## src/rtl/fpu_pkg.sv

```systemverilog
// Shared FPU definitions: opcode type seen by the operation memory, the
// dispatcher and the FPU core, plus default datapath sizes.
package fpu_pkg;

  typedef enum logic [1:0] {
    OP_ADD = 2'd0,
    OP_SUB = 2'd1,
    OP_MUL = 2'd2,
    OP_DIV = 2'd3
  } op_t;

  localparam int DEF_WIDTH  = 16;
  localparam int DEF_ADDR_W = 8;

endpackage

```

## src/rtl/op_dispatch.sv

```systemverilog
// Walks the operation memory, issues each entry to the FPU over valid/ready
// and writes every returned result back to the result store at its index.
module op_dispatch
  import fpu_pkg::*;
#(
  parameter int WIDTH  = DEF_WIDTH,
  parameter int ADDR_W = DEF_ADDR_W
) (
  input  logic              clk,
  input  logic              reset,
  input  logic              start,
  input  logic [ADDR_W:0]   count,
  output logic [ADDR_W-1:0] address,
  input  op_t               op,
  input  logic [WIDTH-1:0]  opA,
  input  logic [WIDTH-1:0]  opB,
  output logic              fpu_valid,
  input  logic              fpu_ready,
  output op_t               fpu_op,
  output logic [WIDTH-1:0]  fpu_a,
  output logic [WIDTH-1:0]  fpu_b,
  input  logic              res_valid,
  input  logic [WIDTH-1:0]  res,
  output logic              res_we,
  output logic [ADDR_W-1:0] res_addr,
  output logic [WIDTH-1:0]  res_data,
  output logic              busy,
  output logic              done
);

  typedef enum logic [2:0] {
    S_IDLE,
    S_FETCH,
    S_ISSUE,
    S_WAIT,
    S_DONE
  } state_t;

  localparam logic [ADDR_W:0] MAX_CNT = (ADDR_W+1)'(1) << ADDR_W;
  localparam logic [ADDR_W:0] ONE     = (ADDR_W+1)'(1);

  state_t          state_q, state_d;
  // One bit wider than the address so a full-memory run ends at the top entry
  logic [ADDR_W:0] idx_q;
  logic [ADDR_W:0] last_q;
  logic [ADDR_W:0] cnt_clamp;
  logic            is_last;

  assign cnt_clamp = (count > MAX_CNT) ? MAX_CNT : count;
  assign is_last   = (idx_q == last_q);

  assign address   = idx_q[ADDR_W-1:0];
  assign fpu_valid = (state_q == S_ISSUE);
  assign busy      = (state_q != S_IDLE);
  assign done      = (state_q == S_DONE);

  always_ff @(posedge clk) begin
    if (reset) state_q <= S_IDLE;
    else       state_q <= state_d;
  end

  always_comb begin
    state_d = state_q;
    case (state_q)
      S_IDLE:  if (start) state_d = (count == '0) ? S_DONE : S_FETCH;
      S_FETCH: state_d = S_ISSUE;
      S_ISSUE: if (fpu_ready) state_d = S_WAIT;
      S_WAIT:  if (res_valid) state_d = is_last ? S_DONE : S_FETCH;
      S_DONE:  state_d = S_IDLE;
      default: state_d = S_IDLE;
    endcase
  end

  always_ff @(posedge clk) begin
    if (reset) begin
      idx_q    <= '0;
      last_q   <= '0;
      fpu_op   <= OP_ADD;
      fpu_a    <= '0;
      fpu_b    <= '0;
      res_we   <= 1'b0;
      res_addr <= '0;
      res_data <= '0;
    end else begin
      res_we <= 1'b0;
      case (state_q)
        S_IDLE: begin
          if (start) begin
            idx_q  <= '0;
            last_q <= cnt_clamp - ONE;
          end
        end
        S_FETCH: begin
          fpu_op <= op;
          fpu_a  <= opA;
          fpu_b  <= opB;
        end
        S_WAIT: begin
          if (res_valid) begin
            res_we   <= 1'b1;
            res_addr <= idx_q[ADDR_W-1:0];
            res_data <= res;
            if (!is_last) idx_q <= idx_q + ONE;
          end
        end
        default: ;
      endcase
    end
  end

endmodule

```

## config.mk

```make
export PLATFORM = sky130hd
export DESIGN_NAME = op_dispatch
export DESIGN_NICKNAME = d
export VERILOG_FILES = /design/src/rtl/fpu_pkg.sv /design/src/rtl/op_dispatch.sv
export SDC_FILE = /design/constraint.sdc
export NUM_CORES = 1
export LEC_CHECK = 0
export BUFFER_PORTS_ARGS = -buffer_cell sky130_fd_sc_hd__buf_4
export CORE_ASPECT_RATIO = 1.2
export CORE_MARGIN = 8
export CORE_UTILIZATION = 48
export DETAILED_ROUTE_END_ITERATION = 16
export PLACE_DENSITY = 0.79
export SETUP_SLACK_MARGIN = 0.02
export SLEW_MARGIN = 5
export SYNTH_ARGS = -nofsm -noshare
export SYNTH_HDL_FRONTEND = slang
export SYNTH_SLANG_ARGS = --single-unit
```

## constraint.sdc

```tcl
create_clock -name clk -period 2.5 [get_ports clk]
set_clock_uncertainty 0.05 [all_clocks]
set_input_delay 0.25 -clock clk [delete_from_list [all_inputs] [get_ports clk]]
set_output_delay 0.25 -clock clk [all_outputs]
set_load 0.02 [all_outputs]
```

==> impl.org, run 1 <==
** Outcome
- The flow ran to the end, and the final reports show no timing, DRC or antenna violations.

** STA
- Final count of negative-setup-slack endpoints :: 0
- RSZ-0062 raised after global routing :: false
- Final critical path time including I/O delays and setup :: 2.140 ns
- Final slew viol count :: 0
- Summed negative setup slack over all endpoints :: 0 ns
- Based on the critical path, the design can be clocked at up to between 400 and 500 MHz.
- Hold Violations, Final :: 0
- Headroom to the max-slew limit came out at 0.4581.
- Post-route clock period utilization :: 0.8561
- At the pin with the least slew margin, the transition time is 0.8128 ns.

** Global route
- All-Layer GR Usage :: 0.1761
- Via count of the first global-routing pass :: 2959
- Number of antenna violations at the first check in global routing :: 0
- Entering global routing, the biggest net connects 74 pins.
- Total gr overflow :: 0
- Global-route wire length before repair :: about 14 mm

** Synth
- Of the total synthesized cell area, the portion taken by full adders, half adders and majority gates is 0.007550.
- Post-synthesis sequential area ratio :: 0.4832
- Cell accounting for the most synthesized area :: sky130_fd_sc_hd__dfxtp_1
- By area the synthesized netlist is led by sky130_fd_sc_hd__dfxtp_1, sky130_fd_sc_hd__nand2_1, sky130_fd_sc_hd__a21oi_1.
- For this run, the number of Yosys warnings is 0.
- Yosys mapped a number of flops with a built-in enable equal to 0.
- Syn Area/Cell :: a little under 8 sq um
- Counting distinct cell types in the post-synthesis netlist gives 37.
- Number of instances in the synthesized netlist :: 418
- Basic-gate share of the synthesized area counting and, or, nand and nor cells :: 0.2609
- Measured against the total synthesized area, the mux share comes to 0.003020.
- Of the total synthesized cell area, the portion taken by XOR and XNOR cells is 0.03435.
- Number of storage elements in the synthesis netlist :: 80
- In the synthesized netlist the dominant register cell turns out to be sky130_fd_sc_hd__dfxtp_1.
- Cell Area, Synth :: 0.003314 sq mm
- Counting flops with an async set or reset pin after synthesis yields a share of 0.
- Largest family of logic cells by synthesized area :: simple AND/OR/NAND/NOR gates
- The fraction of the mapped netlist area in compound gates was 0.1567.
- Mapped Nets :: slightly below 500
- The share of synthesized area in the top cell type comes to 0.4832.

** Drt
- After detailed routing, the number of vias per cell comes to ~5.1.
- ANT nets after route :: 0
- Total iterations of the first detailed-routing run :: 5
- For this block, the initial DRC count from the detailed router was 176.
- Total DRC errors in the routed layout :: 0
- After detailed routing, the total wire length is 9.054 mm.
- Total number of vias :: 3187
- Mean routed wirelength per cell :: 14.56 microns

** Worst setup path
- Endpoint of the worst-slack reg-to-reg timing path :: idx_q[7]
- Worst-path fanout max :: 18
- STA classifies the critical path startpoint as a flop.
- Data on the critical path is required at its endpoint by 2.72 ns.
- At the worst endpoint, the arrival time is approximately 2.4 ns.
- In this run the critical register-to-register path is launched from state_q[1].
- Reg2Reg Setup Slack :: 0.36 ns
- R2R depth :: 5
- STA classifies the critical path endpoint as a flop.
- CP Launch Point :: state_q[1]
- By startpoint and endpoint, the worst setup path is classified as flop to flop.

** Clocking
- The later pin in the worst-skew pair is clocked with a latency of approximately 0.33 ns.
- CTS tree :: built
- The clock passes through at most 2 buffers.
- Clock tree synthesis found a total of 80 sinks.
- Number of buffers added by the clock tree synthesis step :: 9
- Buffers inserted to repair hold after CTS numbered 0.
- The number of setup buffers added after CTS is 0.
- The H-tree was split into 3 levels.
- Clock-pin transition on the worst setup and hold timing paths :: 0.08 ns
- Root buffer cell :: sky130_fd_sc_hd__clkbuf_8
- Post-CTS repair changed the size of 0 cells.

** Min path
- The worst hold path begins at opB[5].
- Worst min path class :: input pin to flop
- For hold timing, the worst endpoint is fpu_b[5].
- Cell depth of the worst hold path :: 3

** Floorplan
- Core box area :: 0.006771 sq mm
- Vert. Die Dim :: around 110 microns
- After floorplanning, the core was divided into 33 placement rows.
- The floorplan step set the die width to 91.86 microns.
- For this configuration, the core starts out at a cell density of 0.4895.
- The die covers 0.009831 sq mm.
- # IOs :: 134

** Cells and area
- Leaving out fill and tap cells, the most frequent cell in the layout is sky130_fd_sc_hd__buf_4.
- The repair_antennas step left the layout with diodes totalling 0.
- Final Net Count :: 596
- Area added between synthesis and finish :: 35.45%
- In the final layout, the share of cells above drive strength 1 is 0.3009.
- Most frequent cells in the layout :: sky130_fd_sc_hd__buf_4, sky130_fd_sc_hd__nand2_1, sky130_fd_sc_hd__dfxtp_1
- At the end of the flow the core is filled with cells to 0.6630.

** Power and ir drop
- PD cells :: between 600 and 700 mW/mm^2
- Post-layout power :: 0.002778 W
- Peak supply drop :: 362.7 uV
- P_leak :: between 1.5 and 2 nW

** Job
- The tool flagged a number of max-cap violations equal to 0.

** Placed design
- At the end of routability-driven placement, the weighted congestion stood at 0.7879.
- During placement, the flow inserted port buffers numbering 133.
- Hpwl dp :: 6.650 mm
## how the worst max path moves through the flow
stage | end | slack [ns]
after global routing | idx_q[6] | 0.24
after CTS | idx_q[3] | 0.38
after floorplan | idx_q[3] | 0.78
final | idx_q[7] | 0.36
after detailed placement | idx_q[3] | 0.39
after global placement | idx_q[7] | 0.50
## metal layers
layer  track usage  vias to the layer above  share of wire
li1              -                     1618              -
met4       0.07266                        0          0.015
met1        0.1977                     1465           0.41
met5             0                        -              0
met3       0.04962                        8          0.061
met2        0.3055                       96           0.51
## kinds of logic after synthesis
family,Yosys count
mux,1
simple gates,190
flops,80
buf+inv,39
compound gates,93
fa+ha+maj,2
xor+xnor,13
## through the flow
step                worst slack, ns  std cells  hold WS [ns]  cell area [sq um]
floorplan                    0.7752        418        0.3360               3314
global placement             0.4952        606        0.3917               4292
detailed placement           0.3930        606        0.3968               4292
CTS                          0.3802        622       0.08835               4489
global route                 0.2353        622       0.08479               4489
finish                       0.3598        622        0.1032               4489
## sequential cells by signal, indices dropped and copies added (netlist names)
register and flops:
res_data 16, state_q 3, res_addr 8, idx_q 9, fpu_op 2, res_we 1
last_q 9, fpu_b 16, fpu_a 16
## synthesized netlist by cell type, types with 3 or more instances
| master | instances |
|---|---|
| sky130_fd_sc_hd__a211oi_1 | 7 |
| sky130_fd_sc_hd__a21oi_1 | 68 |
| sky130_fd_sc_hd__a311oi_1 | 3 |
| sky130_fd_sc_hd__and2_1 | 3 |
| sky130_fd_sc_hd__buf_2 | 3 |
| sky130_fd_sc_hd__buf_4 | 8 |
| sky130_fd_sc_hd__clkbuf_1 | 26 |
| sky130_fd_sc_hd__dfxtp_1 | 80 |
| sky130_fd_sc_hd__nand2_1 | 125 |
| sky130_fd_sc_hd__nand2b_1 | 4 |
| sky130_fd_sc_hd__nand3_1 | 3 |
| sky130_fd_sc_hd__nand3b_1 | 3 |
| sky130_fd_sc_hd__nand4_1 | 5 |
| sky130_fd_sc_hd__nor2_1 | 18 |
| sky130_fd_sc_hd__nor2b_1 | 3 |
| sky130_fd_sc_hd__nor3_1 | 3 |
| sky130_fd_sc_hd__o21ai_0 | 5 |
| sky130_fd_sc_hd__o31ai_1 | 8 |
| sky130_fd_sc_hd__or4_1 | 8 |
| sky130_fd_sc_hd__xnor2_1 | 11 |
## worst max-delay path, cell delays in order (launching register included)
cell                      delay (ns)
sky130_fd_sc_hd__dfxtp_1        0.45
sky130_fd_sc_hd__and3_2         0.27
sky130_fd_sc_hd__a21oi_1        0.04
sky130_fd_sc_hd__or2_0          0.48
sky130_fd_sc_hd__or4_1          0.62
sky130_fd_sc_hd__a21oi_1        0.16
## power by group
group / total [W] / switching (W) / internal, W
Sequential: 0.00138 / 0.0000406 / 0.00134
Combinational: 0.000467 / 0.000261 / 0.000206
Clock: 0.000935 / 0.000448 / 0.000488
## final cells by class
type,count,area [sq um]
sequential,80,1602
inverter,2,7.507
clock inverter,5,56.30
fill,612,2282
multi-input combinational,299,1538
timing repair buffer,138,1036
tap,87,108.9
clock buffer,11,141.4
Power figures use the tool's default switching activity.
==> run 2, diff against run 1 <==
- SETUP_SLACK_MARGIN: 0.02 -> 0.4
==> run 2 against run 1 <==
  * Via count is 0.47% lower
  * Sequential power hardly changed
  * Core utilization stayed put
  * Maximum frequency is 6.9% higher
  * Combinational power hardly changed
  * Power hardly changed
  * Critical path depth stayed put
  * First-iteration DRC count stayed put
  * Worst hold slack worse by 0.0023 ns
  * Critical endpoint is now idx_q[3]
  * Largest cell class unchanged
  * Highest routed layer unchanged
==> impl.org, run 2 (synthesis gave the netlist of run 1 again) <==
** Clocking
- The tree is rooted in a sky130_fd_sc_hd__clkbuf_8.
- Maximum count of clock buffers along a single path :: 2 (unchanged)
- # clock sinks :: 80 (unchanged)
- Clock network latency to the later pin of the worst-skew pair :: 0.33 ns (about the same)
- Clock-pin transition on the worst setup and hold timing paths :: 0.08 ns (about the same)
- CTS tree :: built
- The deepest level of the CTS H-tree came to 3 (unchanged).
- The number of buffers created by CTS came to 9 (unchanged).

** Outcome
- The flow ran to the end, and the final reports show no timing, DRC or antenna violations.

** STA
- The number of hold-slack violations in the final timing report was 0 (unchanged).
- The normalized max-slew margin came to 0.5135 (+0.05535).
- FMAX :: 499.4 MHz (+6.9%)
- The final total negative setup slack came to 0 ns (unchanged).
- Post-route clock period utilization :: 0.8009 (-0.05518)
- Setup repair after global routing left no endpoint under its margin.
- The final count of negative-setup-slack endpoints came to 0 (unchanged).
- The final max-slew violation count is 0 (unchanged).
- Final critical path time including I/O delays and setup :: 2.002 ns (-0.1379 ns)
- The slew at the pin closest to its max-slew limit was 0.7298 ns (-0.08303 ns).

** Cells and area
- Most common library cell in the layout ignoring fill and taps :: sky130_fd_sc_hd__buf_4
- Registers with the most flip-flops :: fpu_a x16, fpu_b x16, res_data x16
- In the layout the commonest cells are sky130_fd_sc_hd__buf_4, sky130_fd_sc_hd__nand2_1, sky130_fd_sc_hd__dfxtp_1.
- The number of antenna repair diodes came to 0 (unchanged).
- Final Net Count :: 596 (unchanged)
- The proportion of layout cells with a drive suffix above 1 is 0.3028 (+0.001869).
- Final cell utilization of the core :: 0.6630 (unchanged)
- Final Cell Area :: 0.004489 sq mm (unchanged)
- Area added between synthesis and finish :: 35.45% (unchanged)
- The number of fillers in the final layout came to 612 (unchanged).

** Power and ir drop
- Switching Power :: 0.0007487 W (about the same)
- Portion of total power attributed to the clock network :: 0.336 (about the same)
- The total leakage power was 1.828 nW (about the same).
- Internal portion of total power :: 0.002030 W (about the same)
- The share of power burned in registers is 0.495 (about the same).
- The overall power consumption was 0.002779 W (about the same).
- The combinational share of power came to 0.168 (about the same).
- The switching share of power came to 0.2694 (about the same).
- The power density normalized to cell area is 618.9 mW/mm^2 (about the same).
- The worst vdd rail ir drop is 362.8 uV (about the same).

** Drt
- The number of remaining DRC errors came to 0 (unchanged).
- Wirelength, routed :: 9.046 mm (about the same)
- The mean routed wirelength per cell is 14.54 microns (about the same).
- The vias after detailed routing is 3172 (-0.47%).
- The number of design-rule violations left by the first detailed-router iteration came to 176 (unchanged).
- The number of antenna-violating nets in the routed design came to 0 (unchanged).
- The via count normalized by instance count is 5.100 (-0.47%).
- Total iterations of the first detailed-routing run :: 4 (-1)

** Worst setup path
- The critical-path maximum fanout was 18 (unchanged).
- Required time at the endpoint of the critical path :: 2.71 ns (about the same)
- The worst setup path is launched from a flop.
- Data arrival time of the critical path :: 2.22 ns (-0.14 ns)
- The worst setup path is of the flop to flop kind.
- The startpoint identified for the worst register-to-register timing path is state_q[1].
- Worst Setup End Kind :: flop
- Tracing the worst setup path back leads to its startpoint at state_q[1].

** Placed design
- The estimated wirelength of the detail-placed design was 6.650 mm (unchanged).
- The quantity of I/O buffers inserted on ports came to 133 (unchanged).
- The last weighted congestion value of the routability-driven placer was 0.7879 (unchanged).
- Placed instance area :: 0.004292 sq mm (unchanged)

** Job
- Max Cap Viol :: 0 (unchanged)

** Min path
- Beginning of the worst hold path :: opB[5]
- The path class of the tightest hold or removal check is input pin to flop.

** Global route
- The maximum number of pins on one net before global-route repair came to 74 (unchanged).
- The wire length of the first global-routing pass came to 14.38 mm (unchanged).
- Via count of the first global-routing pass :: 2959 (unchanged)
- The number of antenna violations at the first check in global routing is 0 (unchanged).
- The remaining global-route overflow is 0 (unchanged).
- The total global routing track utilization was 0.1761 (unchanged).

** Floorplan
- The area of the die is 0.009831 sq mm (unchanged).
- Core box area :: 0.006771 sq mm (unchanged)
- Horizontal extent of the die :: 91.86 microns (unchanged)
- # IOs :: 134 (unchanged)
- Initial standard-cell utilization of the core :: 0.4895 (unchanged)
- Vert. Die Dim :: 107.0 microns (unchanged)
- Site row count :: 33 (unchanged)
[run 2: cell count changes in the layout (fill, tap and decap cells not counted)]
cell	change
sky130_fd_sc_hd__or2_0	-1
sky130_fd_sc_hd__or2_2	+1
[run 2: through the flow]
| stage | setup WS, ns | std cells | hold slack [ns] |
|---|---|---|---|
| 2_1_floorplan | 0.7752 | 418 | 0.3360 |
| 3_3_place_gp | 0.4952 | 606 | 0.3917 |
| 3_5_place_dp | 0.3930 | 606 | 0.3968 |
| 4_1_cts | 0.5042 | 622 | 0.08835 |
| 5_1_grt | 0.4174 | 622 | 0.08479 |
| 6_report | 0.4977 | 622 | 0.1009 |
[run 2: cell type report]
type                            count  area (sq um)  area share
Clock buffer                       11         141.4     0.03149
Tap cell                           87         108.9     0.02425
Clock inverter                      5         56.30     0.01254
Multi-Input combinational cell    299          1538      0.3425
Sequential cell                    80          1602      0.3567
Inverter                            2         7.507    0.001672
Timing Repair Buffer              138          1036      0.2308
[run 2: timing repair]
item,in CTS,in global routing
setup buffers,0,0
setup endpoints to repair,2,4
hold buffers,0,0
gates resized for setup,1,1
[run 2: per-layer routing]
| layer | part of all wire | up-vias | GRT usage |
|---|---|---|---|
| li1 | - | 1620 | - |
| met1 | 0.41 | 1449 | 0.1977 |
| met2 | 0.51 | 95 | 0.3055 |
| met3 | 0.062 | 8 | 0.04962 |
| met4 | 0.015 | 0 | 0.07266 |
| met5 | 0 | - | 0 |
[run 2: worst paths after layout]
path                    to  slack (ns)  cells past startpoint
setup reg to reg  idx_q[3]        0.50                      5
hold reg to reg   fpu_a[8]        0.41                      2
setup / recovery  idx_q[3]        0.50                      5
hold / removal    fpu_b[5]        0.10                      3
[run 2: power groups by stage]
stage | Combinational (W) | Clock, W | Sequential (W)
floorplan | 0.000224 | 0 | 0.00145
detailed placement | 0.000470 | 0 | 0.00141
global route | 0.000513 | 0.00102 | 0.00138
CTS | 0.000473 | 0.000959 | 0.00138
finish | 0.000468 | 0.000935 | 0.00138
global placement | 0.000461 | 0 | 0.00140
[run 2: critical path: stages, from the launching register on]
cell and delay, ns:
sky130_fd_sc_hd__dfxtp_1 0.45, sky130_fd_sc_hd__and3_2 0.27, sky130_fd_sc_hd__a21oi_1 0.04, sky130_fd_sc_hd__or2_2 0.41, sky130_fd_sc_hd__or4_1 0.54, sky130_fd_sc_hd__a21oi_1 0.16
==> run 3, diff against run 2 <==
- ABC_AREA: unset -> 1
- CORE_UTILIZATION: 48 -> 44
- PLACE_DENSITY: 0.79 -> 0.76
- clock period: 2.5 -> 1.7 ns (I/O delays scaled with it)
==> run 3 against run 2 <==
  * Clock-buffer cell count did not move
  * Combinational power rose to 7.5 times the previous value
  * Final cell count rose by 17%
  * Sequential power rose by 93%
  * Register-to-register slack got worse by 0.31 ns
  * Maximum frequency rose by 32%
  * Synthesized cell count rose by 17%
  * Critical endpoint unchanged
  * Non-clock buffer count rose by 23
  * Via count rose by 15%
  * Clock power rose by 68%
==> impl.org, run 3 <==
** Drt
- The number of remaining DRC errors was 0 (unchanged).
- Iteration-0 DRC Markers :: 207 (+18%)
- The vias after detailed routing was 3655 (+15%).
- The detailed-route wire length was 10.53 mm (+16%).
- The via count normalized by instance count is 5.014 (-1.7%).
- Mean routed wirelength per cell :: 14.44 microns (-0.73%)
- ANT nets after route :: 0 (unchanged)
- The first-pass iteration count of the detailed router was 4 (unchanged).

** Outcome
- Outcome :: complete, no violations

** Synth
- Synth async-reset ratio :: 0 (unchanged)
- Cell accounting for the most synthesized area :: sky130_fd_sc_hd__dfxtp_1
- Number of instances in the synthesized netlist :: 488 (+17%)
- Mapped Nets :: 554 (+14%)
- The number of enable-type register cells in the synthesized netlist came to 0 (unchanged).
- Most frequent cells after synthesis :: sky130_fd_sc_hd__dfxtp_1, sky130_fd_sc_hd__nand2_1, sky130_fd_sc_hd__a21oi_1
- The number of distinct library cell variants in the gate-level netlist after synthesis came to 34 (-8.1%).
- The post-synthesis average cell area was 7.279 sq um (-8.2%).
- By area the synthesized netlist is led by sky130_fd_sc_hd__dfxtp_1, sky130_fd_sc_hd__a21oi_1, sky130_fd_sc_hd__nand2_1.
- The portion of synthesized cell area occupied by the leading cell type is 0.4509 (-0.03234).
- Synthesis warning total :: 0 (unchanged)
- In the synthesized netlist the dominant register cell turns out to be sky130_fd_sc_hd__dfxtp_1.
- Number of storage elements in the synthesis netlist :: 80 (unchanged)
- The part of the Yosys area used for sequential elements came to 0.4509 (-0.03234).
- Cell Area, Synth :: 0.003552 sq mm (+7.2%)

** STA
- RSZ-0062 raised after global routing :: true
- The number of hold-slack violations in the final timing report is 0 (unchanged).
- The final max-slew violation count was 0 (unchanged).
- Transition time of the tightest slew-check pin :: 0.4010 ns (-0.3287 ns)
- The final total negative setup slack came to 0 ns (unchanged).
- Final critical path time including I/O delays and setup :: 1.516 ns (-0.4866 ns)
- The peak clock frequency supported by timing came to 659.8 MHz (+32%).
- Max-slew headroom :: 0.7326 (+0.2191)
- The final count of negative-setup-slack endpoints came to 0 (unchanged).
- Post-route clock period utilization :: 0.8916 (+0.09067)
- Final WS setup :: 0.1843 ns (-0.3134 ns)

** Global route
- The number of antenna violations at the first check in global routing came to 0 (unchanged).
- Via count of the first global-routing pass :: 3442 (+16%)
- Global-route wire length before repair :: 16.35 mm (+14%)
- All-Layer GR Usage :: 0.1773 (+0.001216)
- Total gr overflow :: 0 (unchanged)
- Maximum number of pins on one net before global-route repair :: 70 (-5.4%)

** Power and ir drop
- The worst vdd rail ir drop is 909.0 uV (+150%).
- The total leakage power was 2.273 nW (+24%).
- PD cells :: 1468 mW/mm^2 (+140%)
- The overall power consumption is 0.007719 W (+180%).

** Worst setup path
- Kind of start point of the critical path :: flop
- The critical path goes through inv_4 -> nand3_4 -> or2_4 -> o21ai_4 -> clkinvlp_4 -> nand3_1 -> a21oi_1.
- Family with the most delay on the worst path :: simple AND/OR/NAND/NOR gates
- The critical-path maximum fanout came to 5 (-13).
- The combined buffer and inverter count along the critical path was 2 (+2).
- The endpoint required time on the critical path was 1.87 ns (-0.84 ns).
- Slowest CP cell :: sky130_fd_sc_hd__dfxtp_4
- The critical path data arrival time was 1.68 ns (-0.54 ns).
- The longest individual stage delay on the worst path is 0.37 ns (-0.17 ns).
- Worst Setup End Kind :: flop
- The worst setup path is of the flop to flop kind.

** Clocking
- The CTS sink count came to 80 (unchanged).
- Maximum count of clock buffers along a single path :: 2 (unchanged)
- CTS tree :: built
- The worst-skew pair later-pin latency was 0.34 ns (about the same).
- Root buffer cell :: sky130_fd_sc_hd__clkbuf_8
- Number of buffers added to fix hold violations after cts :: 0 (unchanged)
- Clock-pin transition on the worst setup and hold timing paths :: 0.08 ns (about the same)
- Number of buffers added by the clock tree synthesis step :: 9 (unchanged)
- H-tree level count :: 3 (unchanged)

** Cells and area
- The number of nets at the end of the flow is 696 (+17%).
- The multi-input logic area was 0.001693 sq mm (+10%).
- Layout cells sized above 1 :: 0.3707 (+0.06786)
- The number of antenna repair diodes was 0 (unchanged).
- # fillers :: 677 (+11%)
- Most common library cell in the layout ignoring fill and taps :: sky130_fd_sc_hd__buf_4
- In the layout the commonest cells are sky130_fd_sc_hd__buf_4, sky130_fd_sc_hd__nand2_1, sky130_fd_sc_hd__a21oi_1.
- Total area of sequential cells :: 0.001633 sq mm (+2.0%)
- Relative to the synthesized area, the layout overhead comes to 48.08%.
- Registers with the most flip-flops :: fpu_a x16, fpu_b x16, res_data x16

** Placed design
- The estimated wirelength of the detail-placed design came to 7.413 mm (+11%).
- Post-Place Setup Slack :: 0.1581 ns (-0.2349 ns)
- Final weighted congestion in routability-driven placement :: 0.9196 (+17%)
- Count of buffers from port buffering :: 133 (unchanged)

** Floorplan
- Horizontal extent of the die :: 98.02 microns (+6.7%)
- # IOs :: 134 (unchanged)
- Core box area :: 0.007973 sq mm (+18%)
- The number of placement rows is 36 (+9.1%).
- The initial cell density of the core came to 0.4455 (-0.04392).
- Area of the die :: 0.01122 sq mm (+14%)
- The height of the die came to 114.4 microns (+6.9%).

** Min path
- Worst min path class :: input pin to flop

** Job
- Max Cap Viol :: 0 (unchanged)
-- run 3: power by group --
| part | total, W | internal [W] | leakage, nW | switching (W) |
|---|---|---|---|---|
| clock | 0.00157 | 0.000912 | 0.111 | 0.000662 |
| sequential | 0.00266 | 0.00234 | 0.661 | 0.000313 |
| combinational | 0.00349 | 0.00148 | 1.50 | 0.00201 |
| total | 0.00772 | 0.00473 | 2.27 | 0.00299 |
-- run 3: final cells by class --
type	instances	share of cell area
timing repair buffer	161	0.2455
sequential	80	0.3104
clock buffer	11	0.02902
clock inverter	4	0.01451
timing repair inverter	1	0.001427
multi-input combinational	305	0.3218
tap	95	0.02260
inverter	72	0.05471
-- run 3: layer usage --
layer  track usage  part of all wire  vias up
met1        0.1981              0.41     1651
met3       0.05839             0.065       14
li1              -                 -     1859
met4       0.07917             0.019        0
met2        0.3005              0.50      131
met5             0                 0        -
-- run 3: what timing repair did --
action                     in CTS  in global routing
setup endpoints to repair      48                 67
pin swaps                      11                 10
resized for setup              27                 31
hold endpoints to repair        0                  0
buffers inserted               10                  3
gates cloned                    3                  3
-- run 3: final timing paths --
path         startpoint           end  slack, ns  depth (start not counted)
max          state_q[2]      idx_q[3]       0.18                          7
min             res[14]  res_data[14]       0.05                          3
max reg2reg  state_q[2]      idx_q[3]       0.18                          7
min reg2reg    fpu_a[2]      fpu_a[2]       0.40                          2
-- run 3: stage by stage --
step | hold slack (ns) | cell area, sq um | util | cells
4_1_cts | 0.03609 | 5101 | 0.6398 | 723
3_3_place_gp | 0.3811 | 4681 | 0.5871 | 695
3_5_place_dp | 0.3863 | 4681 | 0.5871 | 695
6_report | 0.05336 | 5260 | 0.6598 | 729
2_1_floorplan | 0.2851 | 3631 | - | 488
5_1_grt | 0.03925 | 5260 | 0.6598 | 729
-- run 3: cell families after synthesis --
family,share of synthesized area
AO/OA/AOI/OAI,0.1913
AND/OR/NAND/NOR,0.2050
flip-flops,0.4509
adder cells (fa/ha/maj),0.007044
XOR/XNOR,0.02219
buffers and inverters,0.1236
-- run 3: worst reg2reg max path: stages (launching register included) --
cell	delay [ns]
sky130_fd_sc_hd__dfxtp_4	0.37
sky130_fd_sc_hd__inv_4	0.10
sky130_fd_sc_hd__nand3_4	0.11
sky130_fd_sc_hd__or2_4	0.28
sky130_fd_sc_hd__o21ai_4	0.11
sky130_fd_sc_hd__clkinvlp_4	0.20
sky130_fd_sc_hd__nand3_1	0.12
sky130_fd_sc_hd__a21oi_1	0.06
